==> src/rtl/pdm_pkg.sv <==
// pdm_pkg: level and step types shared by the pdm sample path.
package pdm_pkg;

    localparam int PDM_LEVEL_W = 8;

    typedef logic signed [PDM_LEVEL_W-1:0] pdm_level_t;
    typedef logic signed [PDM_LEVEL_W:0]   pdm_step_t;

    // Exact difference of two levels; one extra bit avoids overflow.
    function automatic pdm_step_t pdm_diff(input pdm_level_t a,
                                           input pdm_level_t b);
        return {a[PDM_LEVEL_W-1], a} - {b[PDM_LEVEL_W-1], b};
    endfunction

endpackage

==> src/rtl/sample_fifo.sv <==
// sample_fifo: synchronous FIFO of signed levels with occupancy count.
// Push when full and pop when empty are ignored.
module sample_fifo
    import pdm_pkg::*;
#(
    parameter  int DEPTH = 16,
    localparam int AW    = $clog2(DEPTH),
    localparam int CW    = AW + 1
) (
    input  logic          clk,
    input  logic          rst,
    input  logic          push,
    input  logic          pop,
    input  pdm_level_t    wr_data,
    output pdm_level_t    rd_data,
    output logic          empty,
    output logic          full,
    output logic [CW-1:0] count
);

    pdm_level_t    mem [DEPTH];
    logic [AW-1:0] wr_ptr;
    logic [AW-1:0] rd_ptr;
    logic          do_push;
    logic          do_pop;

    assign empty   = (count == '0);
    assign full    = (count == CW'(DEPTH));
    assign do_push = push && !full;
    assign do_pop  = pop && !empty;
    assign rd_data = mem[rd_ptr];

    always_ff @(posedge clk) begin
        if (do_push) mem[wr_ptr] <= wr_data;
    end

    always_ff @(posedge clk) begin
        if (rst) begin
            wr_ptr <= '0;
            rd_ptr <= '0;
            count  <= '0;
        end else begin
            if (do_push) wr_ptr <= wr_ptr + AW'(1);
            if (do_pop)  rd_ptr <= rd_ptr + AW'(1);
            if (do_push && !do_pop)
                count <= count + CW'(1);
            else if (do_pop && !do_push)
                count <= count - CW'(1);
        end
    end

endmodule

==> src/rtl/pdm_sample_feeder.sv <==
// pdm_sample_feeder: buffers samples, strobes pdm ticks, presents one level
// per sample period. PDM_INTERP_EN selects linear interpolation over hold.
module pdm_sample_feeder
    import pdm_pkg::*;
#(
    parameter  int TICK_DIV   = 4,
    parameter  int LOG2_OSR   = 6,
    parameter  int FIFO_DEPTH = 16,
    localparam int DW         = $clog2(TICK_DIV),
    localparam int CW         = $clog2(FIFO_DEPTH) + 1
) (
    input  logic          clk_in,
    input  logic          rst_in,
    input  pdm_level_t    sample_in,
    input  logic          sample_valid_in,
    output logic          sample_ready_out,
    output pdm_level_t    level_out,
    output logic          tick_out,
    output logic          underflow_out,
    output logic [CW-1:0] fifo_count_out
);

    logic [DW-1:0]       div_cnt;
    logic [LOG2_OSR-1:0] phase;
    logic                full;
    logic                empty;
    logic                push;
    logic                boundary;
    logic                div_wrap;
    pdm_level_t          head;
    pdm_level_t          target;

    assign sample_ready_out = !rst_in && !full;
    assign push     = sample_valid_in && sample_ready_out;
    assign boundary = tick_out && (&phase);
    assign div_wrap = (div_cnt == DW'(TICK_DIV - 1));
    // An empty FIFO at a boundary holds the present level.
    assign target   = empty ? level_out : head;

    sample_fifo #(.DEPTH(FIFO_DEPTH)) u_fifo (
        .clk     (clk_in),
        .rst     (rst_in),
        .push    (push),
        .pop     (boundary),
        .wr_data (sample_in),
        .rd_data (head),
        .empty   (empty),
        .full    (full),
        .count   (fifo_count_out)
    );

    always_ff @(posedge clk_in) begin
        if (rst_in) begin
            div_cnt       <= '0;
            tick_out      <= 1'b0;
            phase         <= '0;
            underflow_out <= 1'b0;
        end else begin
            div_cnt       <= div_wrap ? '0 : div_cnt + DW'(1);
            tick_out      <= div_wrap;
            underflow_out <= boundary && empty;
            if (tick_out) phase <= phase + LOG2_OSR'(1);
        end
    end

`ifdef PDM_INTERP_EN
    localparam int ACC_W = PDM_LEVEL_W + LOG2_OSR;

    logic signed [ACC_W-1:0] acc;
    pdm_step_t               step;
    pdm_step_t               step_new;

    assign step_new  = pdm_diff(target, level_out);
    // Upper slice equals acc >>> LOG2_OSR truncated to a level.
    assign level_out = acc[ACC_W-1:LOG2_OSR];

    always_ff @(posedge clk_in) begin
        if (rst_in) begin
            acc  <= '0;
            step <= '0;
        end else if (tick_out) begin
            if (boundary) begin
                step <= step_new;
                acc  <= acc + ACC_W'(step_new);
            end else begin
                acc  <= acc + ACC_W'(step);
            end
        end
    end
`else
    pdm_level_t level_q;

    assign level_out = level_q;

    always_ff @(posedge clk_in) begin
        if (rst_in)
            level_q <= '0;
        else if (boundary)
            level_q <= target;
    end
`endif

endmodule

==> config.mk <==
export PLATFORM = sky130hd
export DESIGN_NAME = pdm_sample_feeder
export DESIGN_NICKNAME = d
export VERILOG_FILES = /design/src/rtl/pdm_pkg.sv /design/src/rtl/sample_fifo.sv /design/src/rtl/pdm_sample_feeder.sv
export SDC_FILE = /design/constraint.sdc
export NUM_CORES = 1
export LEC_CHECK = 0
export CORE_MARGIN = 4
export CORE_UTILIZATION = 56
export DETAILED_ROUTE_END_ITERATION = 10
export MAX_ROUTING_LAYER = met4
export PLACE_DENSITY = 0.78
export SETUP_SLACK_MARGIN = 0.5
export SLEW_MARGIN = 10
export SYNTH_ARGS = -nofsm -noshare
export SYNTH_HDL_FRONTEND = slang
export SYNTH_SLANG_ARGS = --single-unit
==> constraint.sdc <==
create_clock -name clk_in -period 5.2 [get_ports clk_in]
set_input_delay 0.78 -clock clk_in [delete_from_list [all_inputs] [get_ports clk_in]]
set_output_delay 0.78 -clock clk_in [all_outputs]
set_load 0.005 [all_outputs]
Word-level counts from Yosys, hierarchy flattened
Memories as Yosys holds them, arrays and structs flattened. A register that Yosys moved wholly into a read port is not among the register bits.
Index checks and enable logic that the tools add are counted.
- bits in registers: 23
- bits in writable memories: 128
- bits of input ports: 11
- word-level logic and storage cells: 39
- memories kept: 1
- add/sub/neg operators: 6
- equal/unequal tests: 2
- muxes and demuxes: 4
- bitwise gates (word level): 1
- reduce and logical (&&, ||, !) cells: 18
- memories (memory ; depth ; bits a word ; rd ports ; clocked after memory_dff ; write ports ; line ; source):
    u_fifo.mem ; 16 ; 8 ; 1 ; 1 ; 1 ; sample_fifo.sv:21 ; pdm_level_t mem [DEPTH];
- operator list (cell ; number):
    $mux W5 ; 2
    $add A4 B1 Y4 const B ; 2
    $logic_and A1 B1 Y1 ; 8
    $add A6 B1 Y6 const B ; 1
    $reduce_and A6 Y1 ; 1
    $add A5 B1 Y5 const B ; 1
    $eq A5 B5 Y1 const B ; 1
    $logic_not A1 Y1 ; 5
    $logic_not A5 Y1 ; 1
    $sub A5 B1 Y5 const B ; 1
    $add A2 B1 Y2 const B ; 1
    $eq A2 B2 Y1 const B ; 1
    $mux W1 ; 2
    $reduce_and A2 Y1 ; 1
    $reduce_bool A2 Y1 ; 1
    $reduce_or A2 Y1 ; 1
    $not A1 Y1 ; 1

Logic depth before layout (Yosys ltp)
Gate-level depths: netlist (run 1).
- word-level depth: 9
- mapped depth: 12

Modules after synthesis
Synthesis (run 1) repeated with hierarchy kept, for this count alone.
- cells, all modules: 384
- area, all modules: 6482.5 µm²
- by module, submodules not included (module ; instances ; cells each ; area an instance (µm²)):
    sample_fifo ; 1 ; 309 ; 5716.7
    pdm_sample_feeder ; 1 ; 75 ; 765.7

Worst setup path after synthesis (run 1)
OpenSTA, ideal clock, no wires.
- kind: in2reg
- start: input port rst_in
- end: register u_fifo.count[4]
- library setup time: 0.121 ns
- data arrival time: 2.786 ns
- data required time: 5.079 ns
- setup slack: 2.294 ns
- stages: 9
- path buffers: 1
- cell sequence: clkbuf_1 -> a211oi_4 -> ha_1 -> inv_1 -> ha_1 -> a21o_1 -> a21oi_1 -> mux2i_1 -> mux2_2
- word-level cells in the longest chain between the ends: 7
- RTL lines (what ; line ; source):
    start, declared ; pdm_sample_feeder.sv:13 ; input logic rst_in,
    $logic_not A1 Y1 * ; pdm_sample_feeder.sv:33 ; assign sample_ready_out = !rst_in && !full;
    $logic_and A1 B1 Y1 * ; pdm_sample_feeder.sv:33 ;
    $logic_and A1 B1 Y1 * ; pdm_sample_feeder.sv:34 ; assign push = sample_valid_in && sample_ready_out;
    $logic_and A1 B1 Y1 * ; sample_fifo.sv:29 ; assign do_push = push && !full;
    via u_fifo.do_push ; sample_fifo.sv:24 ; logic do_push;
    $logic_not A1 Y1 ; sample_fifo.sv:47 ; else if (do_pop && !do_push)
    $logic_and A1 B1 Y1 ; sample_fifo.sv:47 ;
    $reduce_bool A2 Y1 (no source line) ; n/a ;
    end signal, assigned ; sample_fifo.sv:46 ; count <= count + CW'(1);
    end signal, assigned ; sample_fifo.sv:48 ; count <= count - CW'(1);
    end, declared ; sample_fifo.sv:18 ; output logic [CW-1:0] count
The timed path passes the listed nets; every way through them passes the cells marked *.
A chain may end at the register's enable or synchronous reset.

Final worst setup path (run 1)
- start: register phase[0]
- end: register u_fifo.count[4]
- word-level cells in the longest chain between the ends: 6
- RTL lines (what ; line ; source):
    start, declared ; pdm_sample_feeder.sv:24 ; logic [LOG2_OSR-1:0] phase;
    start signal, assigned ; pdm_sample_feeder.sv:62 ; if (tick_out) phase <= phase + LOG2_OSR'(1);
    $reduce_and A6 Y1 * ; pdm_sample_feeder.sv:35 ; assign boundary = tick_out && (&phase);
    $logic_and A1 B1 Y1 * ; pdm_sample_feeder.sv:35 ;
    $logic_and A1 B1 Y1 * ; sample_fifo.sv:30 ; assign do_pop = pop && !empty;
    $logic_not A1 Y1 ; sample_fifo.sv:45 ; if (do_push && !do_pop)
    $logic_and A1 B1 Y1 ; sample_fifo.sv:45 ;
    $mux W5 or $reduce_bool A2 Y1 (tied branches) ; n/a ;
Every way passes the cells marked *; elsewhere a longest branch is shown, timed or not.

==> qor.csv, run 1 <==
stage,metric,value,unit
run_status,run_status,completed,
clock_network,h-tree-depth,4,
critical_path,path_buf_inv,2,
cells_and_area,diodes,0,
cells_and_area,seqCellArea,4466,um^2
sta,relSlewSlack,23.24,%
synthesis,synth-async-reset-ratio,0,%
cells_and_area,multi_input_area,1812,um^2
cells_and_area,final_cell_mix,"128 x edfxtp_1, 43 x nor2_1, 36 x mux2i_1",
die,start_util,58.16,%
synthesis,synthFlopType,edfxtp_1,
critical_path,start_kind,flip-flop,
die,die_y,115.0,um
die,io_pins,27,
cells_and_area,final_cells,579,
critical_path,path_cells,ha_1 -> nand4_2 -> a211oi_4 -> inv_4 -> ha_1 -> inv_1 -> ha_1 -> a21o_1 -> a21oi_1 -> mux2i_1 -> mux2_2,
clock_network,root_buffer,clkbuf_16,
routing,final_antenna_net_count,0,
clock_network,clock_latency,0.43,ns
placed_design,gp_congestion,0.7710,
routing,routedWlPerCell,20.99,um
placed_design,io_buffers,26,
sta,tightest_slew,1.143,ns
sta,period_needed,3.342,ns
sta,finalSetupTns,0,ns
synthesis,syn_avg_cell_area,16.16,um^2
sta,hold_slack,0.4277,ns
sta,skew,0.007099,ns
critical_path,crit_fanout,13,
routing,drt_iter0_markers,407,
clock_network,cts_tree,built,
die,die_w,115.0,um
clock_network,clk_path_buf_depth,2,
critical_path,timing.critical_path.mode_cell,ha_1,
clock_network,cts_resized,0,
global_route,grt_max_degree,51,
routing,vias,3405,
die,die_area,13230,um^2
critical_path,r2r_slack,1.86,ns
synthesis,synth-edff-count,128,
critical_path,end_kind,flip-flop,
synthesis,synth_nets,421,
placed_design,dp_cells,547,
global_route,grt_pass1_wl,19130,um
clock_network,post-cts-setup-buffer-count,0,
clock_network,path_clk_slew,0.06,ns
clock_network,clock_sink_count,159,
cells_and_area,area_growth,14.49,%
critical_path,worst_path_dominant_cell_family,compound AO/OA/AOI/OAI gates,
global_route,grt-ovfl-total,0,
cells_and_area,final_common_cell,edfxtp_1,
sta,final_hold_viol_count,0,
critical_path,crit_type,reg2reg,
routing,drc,0,
synthesis,ys_seq_area_share,69.59,%
global_route,grt_usage,20.84,%
routing,vias_per_cell,5.881,
worst_hold_path,hp-class,reg2reg,
sta,slew_violations,0,
die,coreArea,11030,um^2
synthesis,ys_types,40,
critical_path,slowest_delay,0.65,ns
power,ir_drop,0.2795,mV
clock_network,postCtsHoldBufs,0,
cells_and_area,fillers,764,
global_route,grt_pass1_vias,3431,
synthesis,syn-cell-area,6415,um^2
critical_path,required,5.51,ns
placed_design,dp_hpwl,7647,um
die,rows,38,
synthesis,yosys_register_bits,159,
critical_path,cp.arrival,3.65,ns
synthesis,synth_cells,397,
global_route,antenna_found_initial,0,
sta,finalCritPeriodShare,64.27,%
cells_and_area,layout-drive-gt1-share,15.72,%
run,drv_cap,0,
routing,wirelength,12150,um
cells_and_area,nets,450,
sta,fmax,299.2,MHz
power,pwr_density_cell,367.6,nW/um^2
power,power.static_leakage,0.002307,uW
critical_path,critical_path.slowest_cell,a211oi_4,
sta,rsz0062_at_grt,false,
routing,firstDrtPassIters,5,
sta,finalSetupViolCount,0,
synthesis,yosys_warnings,0,
clock_network,cts_buffers,17,
==> final timing paths <==
kind              startpoint         endpoint  cells after the start
setup / recovery    phase[0]  u_fifo.count[4]                     11
hold / removal    div_cnt[0]       div_cnt[0]                      1
setup reg to reg    phase[0]  u_fifo.count[4]                     11
hold reg to reg   div_cnt[0]       div_cnt[0]                      1
==> flip-flops by register name (all words and copies together) (netlist names) <==
signal,cells
u_fifo.count,5
tick_out,1
level_out,8
u_fifo.wr_ptr,4
underflow_out,1
u_fifo.rd_ptr,4
div_cnt,2
phase,6
u_fifo.mem,128
==> layer usage <==
metal	share of wire, %	global-route usage [%]
met3	6.5	5.316
met5	0	-
met2	49	31.13
met1	43	27.75
met4	1.9	7.981
==> synth_stat cells (3+ instances only) <==
master    count  area share, %
a211oi_2      8            1.6
a21oi_1       6           0.47
a22oi_1       8           0.94
buf_1         6           0.35
buf_2         6           0.47
clkbuf_1      5           0.29
dfxtp_1      31            9.7
edfxtp_1    128             60
ha_1         12            2.3
inv_1         8           0.47
mux2i_1      36            5.6
mux4_2       16            5.6
nand2_1      12           0.70
nand4_1       3           0.29
nor2_1       43            2.5
nor2b_1       3           0.29
nor3_1        5           0.39
nor3_2        8            1.2
o22ai_1      16            1.6
xnor2_1       3           0.41
xor2_1       10            1.4
==> cells by family after synthesis <==
kind of cell,Yosys count,share of synthesized area (%)
AOI/OAI and AO/OA,43,5.462
xor gates and xnor gates,13,1.775
adders and majority gates,13,2.653
buffers and inverters,30,2.165
DFF,159,69.59
muxes,53,11.41
and+or+nand+nor,86,6.944
==> report_power, final <==
part / leakage (uW) / total [uW] / switching (uW) / internal, uW
combinational: 0.000636 / 116 / 67.5 / 48.7
clock: 0.000267 / 1180 / 470 / 708
sequential: 0.00140 / 1410 / 14.8 / 1390
==> cell type report <==
class                   instances  area share [%]
flip-flops and latches        159           60.80
multi-input cells             208           24.67
inverters                       9          0.4940
repair buffers                 31           4.055
clock buffers                  23           6.099
well taps                     140           2.385
clock inverters                 9           1.499
==> through the flow <==
stage	worst slack, ns	area, um^2	utilization [%]	power (uW)
finish	1.858	7345	66.58	2700
global placement	1.629	6787	61.52	1543
floorplan	2.294	6415	-	1496
detailed placement	1.604	6787	61.52	1550
global route	1.622	7345	66.58	2791
CTS	1.838	7345	66.58	2715
(Power assumes the default switching activity.)
==> run 2, diff against run 1 <==
==> constraint.sdc (replaced) <==
create_clock -name clk_in -period 3.28 [get_ports clk_in]
set_input_delay 0.492 -clock clk_in [delete_from_list [all_inputs] [get_ports clk_in]]
set_output_delay 0.492 -clock clk_in [all_outputs]
set_load 0.005 [all_outputs]
==> qor.csv, run 2 (same netlist as run 1, synthesis figures left out) <==
stage,metric,value,unit
run_status,run_status,completed,
routing,drt_iter0_markers,322,
sta,fmax,377.8,MHz
global_route,grt-ovfl-total,0,
critical_path,worst_path_dominant_cell_family,compound AO/OA/AOI/OAI gates,
sta,finalCritPeriodShare,80.69,%
global_route,grt_max_degree,51,
sta,tightest_slew,0.7927,ns
run,drv_cap,0,
worst_hold_path,hp-class,reg2reg,
clock_network,clock_latency,0.43,ns
die,start_util,58.16,%
critical_path,path_cells,ha_4 -> nand4_4 -> a211oi_4 -> inv_4 -> ha_2 -> inv_2 -> ha_1 -> a21o_1 -> a21oi_2 -> mux2i_1 -> mux2_2,
clock_network,path_clk_slew,0.06,ns
sta,final_hold_viol_count,0,
cells_and_area,area_growth,16.73,%
routing,firstDrtPassIters,4,
global_route,grt_pass1_vias,3534,
routing,routedWlPerCell,20.83,um
routing,wirelength,12390,um
placed_design,gp_congestion,0.7855,
placed_design,dp_cells,560,
cells_and_area,fillers,743,
clock_network,h-tree-depth,4,
clock_network,postCtsHoldBufs,0,
placed_design,dp_hpwl,7630,um
die,io_pins,27,
sta,period_needed,2.647,ns
sta,slew_violations,0,
sta,finalSetupViolCount,0,
global_route,grt_pass1_wl,18910,um
die,die_area,13230,um^2
critical_path,end_kind,flip-flop,
clock_network,clock_sink_count,159,
routing,vias,3454,
clock_network,cts_tree,built,
routing,drc,0,
sta,skew,0.01183,ns
cells_and_area,nets,466,
critical_path,critical_path.slowest_cell,dfxtp_2,
cells_and_area,final_cells,595,
die,die_w,115.0,um
sta,rsz0062_at_grt,false,
routing,final_antenna_net_count,0,
cells_and_area,diodes,0,
power,power.static_leakage,0.002383,uW
cells_and_area,final_cell_mix,"128 x edfxtp_1, 43 x nor2_1, 36 x mux2i_1",
cells_and_area,final_util,67.89,%
cells_and_area,layout-drive-gt1-share,21.32,%
critical_path,crit_fanout,5,
die,coreArea,11030,um^2
sta,relSlewSlack,46.96,%
die,rows,38,
routing,vias_per_cell,5.805,
sta,finalSetupTns,0,ns
critical_path,start_kind,flip-flop,
cells_and_area,final_common_cell,edfxtp_1,
clock_network,clk_path_buf_depth,2,
critical_path,path_buf_inv,2,
placed_design,io_buffers,26,
critical_path,crit_type,reg2reg,
cells_and_area,regMostFlops,u_fifo.mem,
critical_path,slowest_delay,0.37,ns
critical_path,cp.arrival,2.95,ns
clock_network,cts_buffers,17,
global_route,grt_usage,20.63,%
clock_network,root_buffer,clkbuf_16,
global_route,antenna_found_initial,0,
cells_and_area,largest_reg_flops,128,
power,pwr_density_cell,560.3,nW/um^2
die,die_y,115.0,um
critical_path,required,3.59,ns
power,ir_drop,0.5092,mV
[run 2: cell types whose count changed in the layout (fill, tap and decap cells not counted), moves of 2 or more]
cell	change
clkbuf_1	-5
buf_4	+15
dfxtp_2	+3
clkinvlp_4	+4
ha_1	-2
dfxtp_1	-3
bufinv_16	-2
[run 2: report_power, final]
group	switching [uW]	leakage [uW]	internal, uW
clock	784	0.000252	975
sequential	23.2	0.00141	2210
combinational	116	0.000725	91.8
[run 2: worst paths after layout]
kind | from | slack, ns | endpoint | cells after the start
setup / recovery | phase[0] | 0.63 | u_fifo.count[4] | 11
setup reg to reg | phase[0] | 0.63 | u_fifo.count[4] | 11
hold reg to reg | div_cnt[0] | 0.43 | div_cnt[0] | 1
hold / removal | div_cnt[0] | 0.43 | div_cnt[0] | 1
[run 2: metal layers]
metal | GRT usage (%) | part of all wire [%] | vias up
met5 | - | 0 | -
met3 | 5.053 | 7.3 | 19
li1 | - | - | 1609
met1 | 25.35 | 40 | 1716
met4 | 9.077 | 1.6 | 0
met2 | 32.68 | 51 | 110
[run 2: cell type report]
class / count / area, um^2 / share of cell area (%)
repair buffers: 47 / 430.4 / 5.748
flip-flops and latches: 159 / 4469 / 59.68
inverters: 9 / 36.28 / 0.4845
clock buffers: 18 / 429.2 / 5.731
multi-input cells: 208 / 1839 / 24.56
well taps: 140 / 175.2 / 2.339
clock inverters: 14 / 108.9 / 1.454
[run 2: repair_timing]
item | 4_1_cts | 5_1_grt
setup endpoints to repair | 1 | 1
buffers inserted | 2 | 1
resized for setup | 4 | 5
pin swaps | 2 | 2
[run 2: metrics by stage]
stage	hold slack [ns]	power [uW]	area [um^2]	setup slack [ns]
after floorplan	0.4043	2372	6415	0.5331
after global placement	0.4119	2450	6897	0.3988
after detailed placement	0.4394	2463	6897	0.3564
after CTS	0.4480	4217	7463	0.5597
after global routing	0.4618	4339	7488	0.5305
final	0.4340	4196	7488	0.6333
